### src/rtl/fifo_wr_arbiter_pkg.sv
// Shared types and defaults for the FIFO write-port arbiter.
//   arb_state_e      : arbiter FSM states
//   DEF_*            : default parameter values
//   wrap_inc()       : cyclic index increment
package fifo_wr_arbiter_pkg;

   typedef enum logic {
      IDLE  = 1'b0,
      BURST = 1'b1
   } arb_state_e;

   localparam int DEF_NUM_REQ    = 4;
   localparam int DEF_MAX_BURST  = 4;
   localparam int DEF_DATA_WIDTH = 16;

   // idx+1 modulo n, without a divider
   function automatic int wrap_inc(input int idx, input int n);
      return (idx + 1 >= n) ? 0 : idx + 1;
   endfunction

endpackage

### src/rtl/fifo_wr_arbiter_rr_pick.sv
// Combinational round-robin picker.
//   req    in  : request vector
//   ptr    in  : highest-priority index this round
//   grant  out : one-hot grant (all zero if no request)
//   winner out : index of the granted request
//   any    out : at least one request present
module fifo_wr_arbiter_rr_pick
   import fifo_wr_arbiter_pkg::*;
#(
   parameter  int NUM_REQ = DEF_NUM_REQ,
   localparam int IW      = $clog2(NUM_REQ)
) (
   input  logic [NUM_REQ-1:0] req,
   input  logic [IW-1:0]      ptr,
   output logic [NUM_REQ-1:0] grant,
   output logic [IW-1:0]      winner,
   output logic               any
);

   int idx;

   // Scan from ptr upward, wrapping; the first hit wins.
   always_comb begin
      grant  = '0;
      winner = '0;
      any    = 1'b0;
      idx    = 0;
      for (int off = 0; off < NUM_REQ; off++) begin
         idx = int'(ptr) + off;
         if (idx >= NUM_REQ) idx = idx - NUM_REQ;
         if (!any && req[idx]) begin
            any        = 1'b1;
            grant[idx] = 1'b1;
            winner     = IW'(idx);
         end
      end
   end

endmodule

### src/rtl/fifo_wr_arbiter.sv
// Round-robin arbiter sharing one FIFO write port among NUM_REQ producers.
//   clk, rst_n           : clock, async active-low reset
//   req_valid/data/ready : per-producer valid/ready handshake
//   full, almostfull     : FIFO back-pressure flags
//   overflow             : FIFO dropped-write indication
//   wr_en, data_in       : registered FIFO write port
//   owner                : current burst owner
//   err_drop             : sticky overflow seen
module fifo_wr_arbiter
   import fifo_wr_arbiter_pkg::*;
#(
   parameter  int NUM_REQ    = DEF_NUM_REQ,
   parameter  int DATA_WIDTH = DEF_DATA_WIDTH,
   parameter  int MAX_BURST  = DEF_MAX_BURST,
   localparam int IW         = $clog2(NUM_REQ),
   localparam int CW         = $clog2(MAX_BURST + 1)
) (
   input  logic                                clk,
   input  logic                                rst_n,
   input  logic [NUM_REQ-1:0]                  req_valid,
   input  logic [NUM_REQ-1:0][DATA_WIDTH-1:0]  req_data,
   output logic [NUM_REQ-1:0]                  req_ready,
   input  logic                                full,
   input  logic                                almostfull,
   input  logic                                overflow,
   output logic                                wr_en,
   output logic [DATA_WIDTH-1:0]               data_in,
   output logic [IW-1:0]                       owner,
   output logic                                err_drop
);

   arb_state_e         state;
   logic [IW-1:0]      rr_ptr;
   logic [CW-1:0]      burst_cnt;

   logic [NUM_REQ-1:0] pick_grant;
   logic [IW-1:0]      pick_idx;
   logic               pick_any;

   logic               can_write;
   logic               accept;
   logic [IW-1:0]      win_idx;
   logic [NUM_REQ-1:0] ready_c;

   fifo_wr_arbiter_rr_pick #(.NUM_REQ(NUM_REQ)) u_pick (
      .req    (req_valid),
      .ptr    (rr_ptr),
      .grant  (pick_grant),
      .winner (pick_idx),
      .any    (pick_any)
   );

   // The flags lag a registered write by one cycle; a pending wr_en with
   // almostfull means the last slot is already spoken for.
   assign can_write = !full && !(wr_en && almostfull);

   always_comb begin
      ready_c = '0;
      accept  = 1'b0;
      win_idx = owner;
      case (state)
         IDLE: begin
            if (pick_any && can_write) begin
               ready_c = pick_grant;
               accept  = 1'b1;
               win_idx = pick_idx;
            end
         end
         BURST: begin
            if (req_valid[owner] && can_write && burst_cnt < CW'(MAX_BURST)) begin
               ready_c[owner] = 1'b1;
               accept         = 1'b1;
            end
         end
         default: ;
      endcase
   end

   assign req_ready = rst_n ? ready_c : '0;

   always_ff @(posedge clk or negedge rst_n) begin
      if (!rst_n) begin
         state     <= IDLE;
         rr_ptr    <= '0;
         owner     <= '0;
         burst_cnt <= '0;
         wr_en     <= 1'b0;
         data_in   <= '0;
         err_drop  <= 1'b0;
      end else begin
         if (overflow) err_drop <= 1'b1;
         wr_en <= accept;
         if (accept) data_in <= req_data[win_idx];
         case (state)
            IDLE: begin
               if (accept) begin
                  owner     <= pick_idx;
                  burst_cnt <= CW'(1);
                  // Single-beat bursts never enter BURST; rotate right away.
                  if (MAX_BURST == 1) rr_ptr <= IW'(wrap_inc(int'(pick_idx), NUM_REQ));
                  else                state  <= BURST;
               end
            end
            BURST: begin
               if (!req_valid[owner] || burst_cnt == CW'(MAX_BURST)) begin
                  rr_ptr <= IW'(wrap_inc(int'(owner), NUM_REQ));
                  state  <= IDLE;
               end else if (accept) begin
                  burst_cnt <= burst_cnt + CW'(1);
               end
            end
            default: state <= IDLE;
         endcase
      end
   end

endmodule

### config.mk
export PLATFORM = sky130hd
export DESIGN_NAME = fifo_wr_arbiter
export DESIGN_NICKNAME = d
export VERILOG_FILES = /design/src/rtl/fifo_wr_arbiter_pkg.sv /design/src/rtl/fifo_wr_arbiter_rr_pick.sv /design/src/rtl/fifo_wr_arbiter.sv
export SDC_FILE = /design/constraint.sdc
export NUM_CORES = 1
export LEC_CHECK = 0
export BUFFER_PORTS_ARGS = -buffer_cell sky130_fd_sc_hd__clkbuf_2
export CAP_MARGIN = 20
export CORE_AREA = 2 2 98 53
export CTS_CLUSTER_DIAMETER = 30
export CTS_CLUSTER_SIZE = 25
export DETAILED_ROUTE_END_ITERATION = 7
export DIE_AREA = 0 0 100 55
export PLACE_DENSITY = 0.78
export RECOVER_POWER = 25
export SLEW_MARGIN = 20
export SYNTH_ARGS = -nofsm -noshare
export SYNTH_HDL_FRONTEND = slang
export SYNTH_SLANG_ARGS = --single-unit
### constraint.sdc
create_clock -name clk -period 3.4 [get_ports clk]
set_input_delay 0.51 -clock clk [delete_from_list [all_inputs] [get_ports clk]]
set_output_delay 0.51 -clock clk [all_outputs]
set_load 0.01 [all_outputs]
==> results.py <==
metrics = {
    "global_routing": {
        "track_usage_pct": 20.2,
        "globalRouteOverflowTotal": 0,
        "grt_pass1_wl_mm": 8.58,
        "grt_max_degree": 34,
        "grt_pass1_vias": 1746,
        "antenna_found_initial": 0,
    },
    "yosys": {
        "synth_edf_count": 0,
        "yosysTopAreaCellShare_pct": 31.1,
        "yosys.area.top_type": "dfrtp_1",
        "synth-seq-area-share_pct": 31.1,
        "synth-async-reset-ratio_pct": 100,
        "synth_area_um2": 2090,
        "ys.flop_type": "dfrtp_1",
        "avgSynthCellArea_um2": 10.2,
        "syn_nets": 287,
        "yosys_register_bits": 26,
        "synthCells": 204,
        "synth_area_leaders": "dfrtp_1, mux2i_1, a221oi_2",
        "synth_cell_types": 40,
        "ys_warn_count": 0,
    },
    "final_layout": {
        "nNetsFinal": 378,
        "drive_above_1_share_pct": 42.9,
        "diodes": 0,
        "area.growth.synth_to_final_pct": 26.0,
    },
    "route": {
        "wl_mm": 5.44,
        "drtIter0Drc": 63,
        "antenna_left": 0,
        "dr.pass1.iters": 4,
        "drc": 0,
        "wl_per_cell_um": 15.4,
        "route.vias.total": 1901,
        "viasPerCell": 5.37,
    },
    "clock_network": {
        "cts_setup_buffers": 0,
        "cts_tree": "yes",
        "clk_pin_slew_ns": 0.09,
        "cts_root_buf": "clkbuf_8",
        "cts.path.max_buffers": 2,
        "cts_resized": 0,
        "clock_latency_ns": 0.27,
        "clock_sinks": 26,
        "htreeDepth": 1,
        "cts_made_buffers": 3,
        "cts_hold_buffers": 0,
    },
    "floorplan": {
        "die_h_um": 55,
        "rows": 18,
        "num_io_pins": 97,
        "core_area_um2": 4680,
        "initial_core_util_pct": 44.6,
        "die_w_um": 100,
        "dieArea_um2": 5500,
    },
    "worst_setup_path": {
        "critPathLaunchType": "register",
        "worstPathArrival_ns": 2.69,
        "required_ns": 2.89,
        "path_class": "register to output pin",
        "crit_fanout": 9,
        "setup.worst_path.end_class": "output pin",
    },
    "power_and_ir_drop": {
        "pwr-share-comb_pct": 65.5,
        "powerDensity_nw_per_um2": 850,
        "p_switching_w": 0.00101,
        "pwr-share-clk_pct": 8.7,
        "p_int_w": 0.00123,
        "p_total_w": 0.00224,
        "sequentialPowerShare_pct": 25.8,
        "ir_drop_mv": 0.330,
        "p_leak_nw": 1.34,
        "power_switching_share_pct": 45.0,
    },
    "timing": {
        "worst_slew_pin_slew_ns": 1.37,
        "layout_min_cycle_time_ns": 3.20,
        "fin_skew_ns": 0.00750,
        "max_slew_margin_pct": 8.50,
        "setup_viol": 0,
        "period_share_pct": 94.0,
        "timing.final.max_slew_violations": 0,
        "grt_setup_unrepaired": "no",
        "hold_violations": 0,
        "tns_ns": 0,
        "fmax_ghz": 0.313,
    },
    "place": {
        "port_buffers": 96,
        "post-dp-hpwl_mm": 4.30,
        "gp_congestion": 0.960,
    },
    "run": {
        "maxCapViolCount": 0,
    },
    "hold_path": {
        "hp-class": "input pin to register",
    },
    "status": {
        "run_status": "completed",
    },
}
==> cell families (layout without fill, tap and decap cells) <==
family | count (synthesis) | in the layout | synth area share, %
flops | 26 | 26 | 31.1
compound gates | 52 | 52 | 22.7
fa+ha+maj | 10 | 10 | 5.98
simple gates | 54 | 54 | 12.5
buf+inv | 23 | 113 | 7.18
mux | 39 | 39 | 20.5
==> cell usage after synthesis (2+ instances only) <==
cell type and count:
a22oi_1 4, nor3b_1 2, buf_2 6, buf_4 2, a221oi_2 9, a21boi_0 5, buf_6 5, inv_1 7
and3b_2 2, nor2b_1 3, a221oi_1 7, a21oi_1 2, mux2i_1 35, nand3_1 2, o211ai_1 2, a211oi_1 2
ha_1 10, a22o_1 5, nor3_1 2, nor2_1 27, clkbuf_1 2, dfrtp_1 26, o21ai_0 8, and2_1 2
nand2_1 10, mux4_2 3
==> cells in the final DEF (no fill, tap or decap), types with 2 or more instances in the layout <==
cell,count
a21oi_1,2
and2_1,2
mux2i_1,35
mux4_2,3
inv_1,7
a21boi_0,5
nand2_1,10
clkbuf_8,4
ha_1,9
dfrtp_1,25
a22o_1,5
clkbuf_2,95
nor3_1,2
nor2b_1,3
a221oi_2,9
nor2_1,27
o21ai_0,8
nor3b_1,2
o211ai_1,2
and3b_2,2
a211oi_1,2
nand3_1,2
a221oi_1,7
clkbuf_1,2
a22oi_1,4
buf_4,4
==> power by group through the flow <==
| stage | sequential [W] | combinational, W | clock [W] |
|---|---|---|---|
| 2_1_floorplan | 0.000606 | 0.00110 | 0 |
| 3_3_place_gp | 0.000576 | 0.00142 | 0 |
| 3_5_place_dp | 0.000578 | 0.00147 | 0 |
| 4_1_cts | 0.000576 | 0.00147 | 0.000206 |
| 5_1_grt | 0.000599 | 0.00161 | 0.000215 |
| 6_report | 0.000578 | 0.00147 | 0.000194 |
==> per-layer routing <==
layer | vias up | part of all wire (%) | global-route usage (%)
met5 | - | 0 | 0
met4 | 0 | 0.18 | 2.05
met3 | 2 | 9.4 | 4.77
met2 | 84 | 41 | 31.0
met1 | 875 | 49 | 30.1
li1 | 940 | - | -
==> path summary, 6_finish.rpt <==
kind	startpoint	end	slack (ns)	cells past startpoint
setup / recovery	rr_ptr[1]$_DFFE_PN0P_	req_ready[1]	0.20	9
max in group asynchronous	rst_n	rr_ptr[1]$_DFFE_PN0P_	1.67	2
hold reg to reg	err_drop$_DFFE_PN0P_	err_drop$_DFFE_PN0P_	0.49	1
setup reg to reg	owner[0]$_DFFE_PN0P_	data_in[7]$_DFFE_PN0P_	0.68	5
hold / removal	overflow	err_drop$_DFFE_PN0P_	0.43	2
min in group asynchronous	rst_n	err_drop$_DFFE_PN0P_	0.83	2
==> final cells by class <==
| type | count | area (um2) |
|---|---|---|
| clock buffer | 4 | 55.1 |
| fill | 423 | 2050 |
| inverter | 7 | 26.3 |
| multi-input combinational | 155 | 1290 |
| sequential | 26 | 652 |
| tap | 60 | 75.1 |
| timing repair buffer | 102 | 533 |
==> critical path, cell delays in order, from the launching register on <==
cell and delay (ns):
dfrtp_2 0.48, inv_1 0.11, ha_2 0.41, mux4_2 0.59, nor2b_4 0.21, a22oi_1 0.09
nor2_1 0.09, o21ai_0 0.09, a21boi_0 0.18, clkbuf_2 0.16
==> through the flow <==
step | instances | area (um2) | setup WS (ns) | utilization, % | hold WS [ns]
floorplan | 204 | 2090 | 0.556 | - | 0.214
global placement | 350 | 2580 | 0.490 | 55.1 | 0.459
detailed placement | 350 | 2580 | 0.402 | 55.1 | 0.467
CTS | 354 | 2640 | 0.0784 | 56.3 | 0.340
global route | 354 | 2630 | 0.0282 | 56.2 | 0.427
finish | 354 | 2630 | 0.204 | 56.2 | 0.429
==> flip-flops by register name, indices dropped and copies added, names as in the netlist <==
signal,count
owner,2
rr_ptr,2
burst_cnt,3
wr_en,1
state,1
err_drop,1
data_in,16
No activity file was read; power rests on OpenSTA's default activity.
